## config.mk

```make
export PLATFORM = sky130hd
export DESIGN_NAME = rf_wb_queue
export DESIGN_NICKNAME = d
export VERILOG_FILES = /design/src/rtl/rf_wb_queue.sv
export SDC_FILE = /design/constraint.sdc
export NUM_CORES = 1
export LEC_CHECK = 0
export BUFFER_PORTS_ARGS = -buffer_cell sky130_fd_sc_hd__buf_2
export CAP_MARGIN = 20
export CORE_MARGIN = 3
export CORE_UTILIZATION = 60
export CTS_BUF_LIST = sky130_fd_sc_hd__clkbuf_4
export DETAILED_ROUTE_END_ITERATION = 8
export PLACE_DENSITY = 0.79
export SETUP_SLACK_MARGIN = 0.5
export SLEW_MARGIN = 20
export SYNTH_ARGS = -nofsm -noshare
export SYNTH_HDL_FRONTEND = slang
export SYNTH_SLANG_ARGS = --single-unit
```

## constraint.sdc

```tcl
create_clock -name clk -period 4.7 [get_ports clk]
set_input_delay 0.705 -clock clk [delete_from_list [all_inputs] [get_ports clk]]
set_output_delay 0.705 -clock clk [all_outputs]
set_load 0.05 [all_outputs]
```

## src/rtl/rf_wb_queue.sv

```systemverilog
// Register-file write-back queue.
// Holds pending {addr, data} write-backs in order and drains them into the
// register file whenever it grants a write slot. It also exposes combinational
// forwarding of pending data to two operand read ports.
module rf_wb_queue #(
    parameter int DW    = 21,
    parameter int AW    = 3,
    parameter int DEPTH = 4
) (
    input  logic                     clk,
    input  logic                     rst,
    input  logic                     in_valid,
    output logic                     in_ready,
    input  logic [AW-1:0]            in_addr,
    input  logic [DW-1:0]            in_data,
    input  logic                     drain_en,
    output logic                     wr_en,
    output logic [AW-1:0]            wr_addr,
    output logic [DW-1:0]            wr_data,
    input  logic [AW-1:0]            rd_addr_a,
    input  logic [AW-1:0]            rd_addr_b,
    output logic                     fwd_hit_a,
    output logic                     fwd_hit_b,
    output logic [DW-1:0]            fwd_data_a,
    output logic [DW-1:0]            fwd_data_b,
    output logic [$clog2(DEPTH):0]   count,
    output logic                     empty,
    output logic                     full
);

    localparam int PW = $clog2(DEPTH);
    localparam int CW = PW + 1;

    logic [AW-1:0] addr_mem [DEPTH];
    logic [DW-1:0] data_mem [DEPTH];
    logic [PW-1:0] head;
    logic [PW-1:0] tail;
    logic          push;
    logic          pop;

    // Handshake and drain decisions. in_ready ignores a same-cycle pop on
    // purpose, so a full queue never accepts a push on the edge that drains it.
    always_comb begin
        empty    = (count == '0);
        full     = (count == CW'(DEPTH));
        in_ready = !full;
        wr_en    = drain_en && !empty;
        push     = in_valid && in_ready;
        pop      = wr_en;
        wr_addr  = wr_en ? addr_mem[head] : '0;
        wr_data  = wr_en ? data_mem[head] : '0;
    end

    // Pointer and occupancy bookkeeping. Reset wins over push and pop.
    always_ff @(posedge clk) begin
        if (rst) begin
            head  <= '0;
            tail  <= '0;
            count <= '0;
        end else begin
            if (push) tail <= tail + 1'b1;
            if (pop)  head <= head + 1'b1;
            case ({push, pop})
                2'b10:   count <= count + 1'b1;
                2'b01:   count <= count - 1'b1;
                default: count <= count;
            endcase
        end
    end

    // Entry storage. Validity comes from head/count, so the payload needs no reset.
    always_ff @(posedge clk) begin
        if (!rst && push) begin
            addr_mem[tail] <= in_addr;
            data_mem[tail] <= in_data;
        end
    end

    // Forwarding: scan from oldest to youngest so the youngest match wins.
    // Only queued entries are considered, never the request on in_addr/in_data.
    always_comb begin
        logic [PW-1:0] idx;
        fwd_hit_a  = 1'b0;
        fwd_hit_b  = 1'b0;
        fwd_data_a = '0;
        fwd_data_b = '0;
        idx        = '0;
        for (int k = 0; k < DEPTH; k++) begin
            idx = head + PW'(k);
            if (CW'(k) < count) begin
                if (addr_mem[idx] == rd_addr_a) begin
                    fwd_hit_a  = 1'b1;
                    fwd_data_a = data_mem[idx];
                end
                if (addr_mem[idx] == rd_addr_b) begin
                    fwd_hit_b  = 1'b1;
                    fwd_data_b = data_mem[idx];
                end
            end
        end
    end

endmodule

```

# Word-level counts from Yosys, hierarchy flattened
# Memories as Yosys holds them, arrays and structs flattened. A register that Yosys moved wholly into a read port is not among the register bits.
# Index checks and enable logic that the tools add are counted.
# totals
ff_bits	7
ramBits	96
inputBits	34
output_inout_bits	75
wordCells	75
memories	2
# classes
n_addsub	6
order_cmp	4
eq_ne	11
n_mux	41
reduce_logical	8
# memory_table
memory	depth	width	rd	rd_clocked_by_memory_dff	wr	line_no	rtl
data_mem	4	21	4	1	1	35	logic [DW-1:0] data_mem [DEPTH];
addr_mem	4	3	4	1	1	34	logic [AW-1:0] addr_mem [DEPTH];
# ops
cell	n
two-way mux 21 bit	17
equality test 3 bit	8
two-way mux 1 bit	18
two-way mux 2 bit	4
less-than comparator 1 x 3 -> 1 bit (first input constant)	2
less-than comparator 2 x 3 -> 1 bit (first input constant)	2
one-hot mux 3 bit (2 select lines)	1
adder 2 x 1 -> 2 bit (second input constant)	2
adder 2 bit (second input constant)	2
adder 3 x 1 -> 3 bit (second input constant)	1
equality test 3 bit (second input constant)	1
logical AND 1 bit	3
zero test 1 bit	3
zero test 3 bit	1
two-way mux 3 bit	1
subtractor 3 x 1 -> 3 bit (second input constant)	1
equality test 2 x 1 -> 1 bit (second input constant)	1
equality test 2 bit (second input constant)	1
nonzero test 2 bit	1

# Longest topological paths before layout
# depth
word_depth	9
ltp_mapped	8
depth_no_buf	8

# Worst setup path after synthesis
# OpenSTA, ideal clock, no wires.
# synth_timing
path_type	input to output
startpoint	input port rd_addr_a[0]
endpoint	output port fwd_data_a[11]
t_arrival_ns	2.365
required_ns	3.995
slack_ns	1.630
path_stages	5
n_path_buf	2
cell_sequence	buf_1 > xnor2_1 > nand4_1 > clkbuf_1 > o2bb2ai_1
# synth_between
elab_chain_cells	9
word_cells_on_any_way	12
cone_classes	eq/ne (4); mux (8)
# synth_lines
item	line_no	rtl
start: declaration	20	input logic [AW-1:0] rd_addr_a,
equality test 3 bit	91	if (addr_mem[idx] == rd_addr_a) begin
two-way mux 21 bit	91	
two-way mux 21 bit	90	if (CW'(k) < count) begin
two-way mux 21 bit	91	
two-way mux 21 bit	90	
two-way mux 21 bit	91	
two-way mux 21 bit	90	
two-way mux 21 bit	91	
two-way mux 21 bit *	90	
end: declaration	24	output logic [DW-1:0] fwd_data_a,
# Every way passes the cells marked *; elsewhere a longest branch is shown, timed or not.

==> results.tsv <==
metric	value	unit
synth_top_area_share	34.0	%
dr.pass1.iters	6	
critPathMaxFanout	12	
ys_top_cells_by_count	edfxtp_1 (96), nand4_1 (90), mux4_2 (54)	
die_y	125	um
r2r_slack	1.71	ns
synth.avg_cell_area	11.5	um2
ys_ff_latch	105	
power.density	528	nW/um2
hp-start	in_data[0]	
grt_pass1_wl	38100	um
yosysMostFrequentCell	edfxtp_1	
areaGrowthSynthToFinish	8.65	%
skew	0.0165	ns
nets	844	
wl_per_cell	24.7	um
finish.instance_area	9210	um2
status	finished clean	
peakVddDrop	0.000407	V
drive_gt1_share	35.0	%
syn-num-nets	782	
viasPerCell	7.40	
ctsLongestPathBuffers	2	
synthFlopType	edfxtp_1	
fp.dieW	125	um
reg2reg_depth	7	
grt_usage	30.5	%
hp-class	input pin to register	
final_hold_viol_count	0	
drtIter0Drc	779	
timing.rr.start	count[0]	
r2r_end	count[2]	
fin_crit	4.07	ns
end_kind	primary output	
ant_nets	0	
rsz0062_at_grt	no	
cts_sinks	105	
hold_depth	1	
dr_total_vias	7279	
numCtsBuffers	9	
cp.required	3.99	ns
grt_overflow	0	
place_congestion	0.940	
design.core.area	13500	um2
synth_async_sr_flop_share	0	%
synth_area	8480	um2
setup_viol	0	
synth_warnings	0	
min_to	data_mem[2][0]	
placed_area	9030	um2
finalCritPeriodShare	86.5	%
io_buffer_count	108	
ios	109	
crit_type	register to primary output	
max_freq	246	MHz
cts_setup_buffers	0	
cts_root_buf	clkbuf_4	
dieArea	15600	um2
p_leak	3.18	nW
ys_types	33	
synth-seq-area-share	36.1	%
cp.arrival	3.36	ns
initial_core_util	62.8	%
htreeDepth	3	
tightestPinTransition	1.09	ns
synth_top_cell_by_area	edfxtp_1	
synth_edf_count	96	
std_cell_rows	42	
antenna_found_initial	2	
startpoint_type	register	
grt_max_degree	86	
maxSlewViolCount	0	
dp_hpwl	15900	um
wirelength	24300	um
cts_tree	built	
synth_cells	739	
max_slew_margin	27.0	%
drcViolationCount	0	
yosys-top-cells-area	edfxtp_1 (34%), mux4_2 (14%), nand4_1 (6.6%), mux2_2 (5.6%), mux2i_1 (5.1%)	
cts.reportedPaths.clkPinSlew	0.17	ns
clock_latency	0.50	ns
grt_pass1_vias	7167	
fin_setup_tns	0	ns
maxCapViolCount	0	
==> power breakdown <==
group / switching, mW / internal [mW] / leakage [nW]
registers: 0.0728 / 1.09 / 0.947
clock network: 0.310 / 0.178 / 0.0770
logic: 2.18 / 1.04 / 2.15
==> final cells by class <==
cell class | instances | area [um2]
Inverter | 7 | 26.3
Clock inverter | 5 | 61.3
Sequential cell | 105 | 3070
Antenna cell | 1 | 2.50
Fill cell | 978 | 4300
Tap cell | 176 | 220
Clock buffer | 11 | 82.6
Multi-Input combinational cell | 538 | 4940
Timing Repair Buffer | 140 | 805
==> layout by cell type, fill, tap and decap left out, drive strengths merged <==
master	netlist	final
nor2	9	9
nand2b	1	1
inv	7	9
clkinvlp	0	1
mux2	42	42
o21bai	1	1
and3	24	24
and4	6	6
xor2	3	3
mux4	54	54
clkbuf	41	11
edfxtp	96	96
buf	48	140
mux2i	43	43
o211ai	42	42
a211oi	1	1
a21boi	21	21
o21ai	23	23
and2	26	26
dfxtp	9	9
ha	9	9
a21oi	44	44
diode	0	1
or3	2	2
bufinv	0	1
nand3	3	3
nand4	90	90
clkinv	0	1
xnor2	26	26
o2bb2ai	42	42
nand2	26	26
==> worst max-delay path: stages, from the launching register on <==
cell       delay [ns]
dfxtp_1          0.48
mux4_2           0.62
xnor2_2          0.59
buf_4            0.31
nand4_1          0.14
o211ai_1         0.24
o2bb2ai_1        0.16
buf_2            0.29
==> worst max path at each step <==
stage | cells after the start | endpoint | slack (ns)
finish | 7 | fwd_data_b[11] | 0.63
CTS | 8 | fwd_data_a[8] | 0.57
floorplan | 5 | fwd_data_a[11] | 1.63
detailed placement | 7 | fwd_data_b[11] | 1.07
global route | 8 | fwd_data_a[8] | 0.55
global placement | 7 | fwd_data_b[7] | 1.16
==> repair_timing <==
action	CTS	global route
hold buffers	0	0
setup endpoints to repair	2	29
endpoints found under the hold margin	0	0
resized for setup	1	1
==> kinds of logic (layout without fill, tap and decap cells) <==
family | count (synthesis) | count (layout) | synth area share, %
AND/OR/NAND/NOR | 187 | 187 | 13.0
AO/OA/AOI/OAI | 174 | 174 | 14.6
multiplexers | 139 | 139 | 25.0
flip-flops | 105 | 105 | 36.1
buffers and inverters | 96 | 163 | 5.67
XOR/XNOR | 29 | 29 | 4.24
adder cells (fa/ha/maj) | 9 | 9 | 1.33
other | 0 | 1 | 0
==> sequential cells by signal, indices dropped and copies added (netlist names), named ones only <==
| name | cells |
|---|---|
| addr_mem | 12 |
| count | 3 |
| data_mem | 84 |
| head | 2 |
| tail | 2 |
==> layer usage <==
layer	vias up	track usage (%)	share of wire [%]	wire length (um)
li1	3105	-	-	-
met1	3455	38.9	37	8960
met2	601	49.2	48	11600
met3	116	6.82	11	2690
met4	2	15.2	4.1	993
met5	-	0	0.037	9
==> through the flow <==
stage	setup slack, ns	util (%)	hold slack, ns	std cells	total power, mW
floorplan	1.63	-	0.469	739	3.65
global placement	1.16	66.9	0.476	965	4.26
detailed placement	1.07	66.9	0.496	965	4.32
CTS	0.567	67.9	0.372	981	4.80
global route	0.555	68.2	0.388	983	5.07
finish	0.635	68.2	0.398	983	4.87
Note: power is estimated with default switching activity, not from simulation.
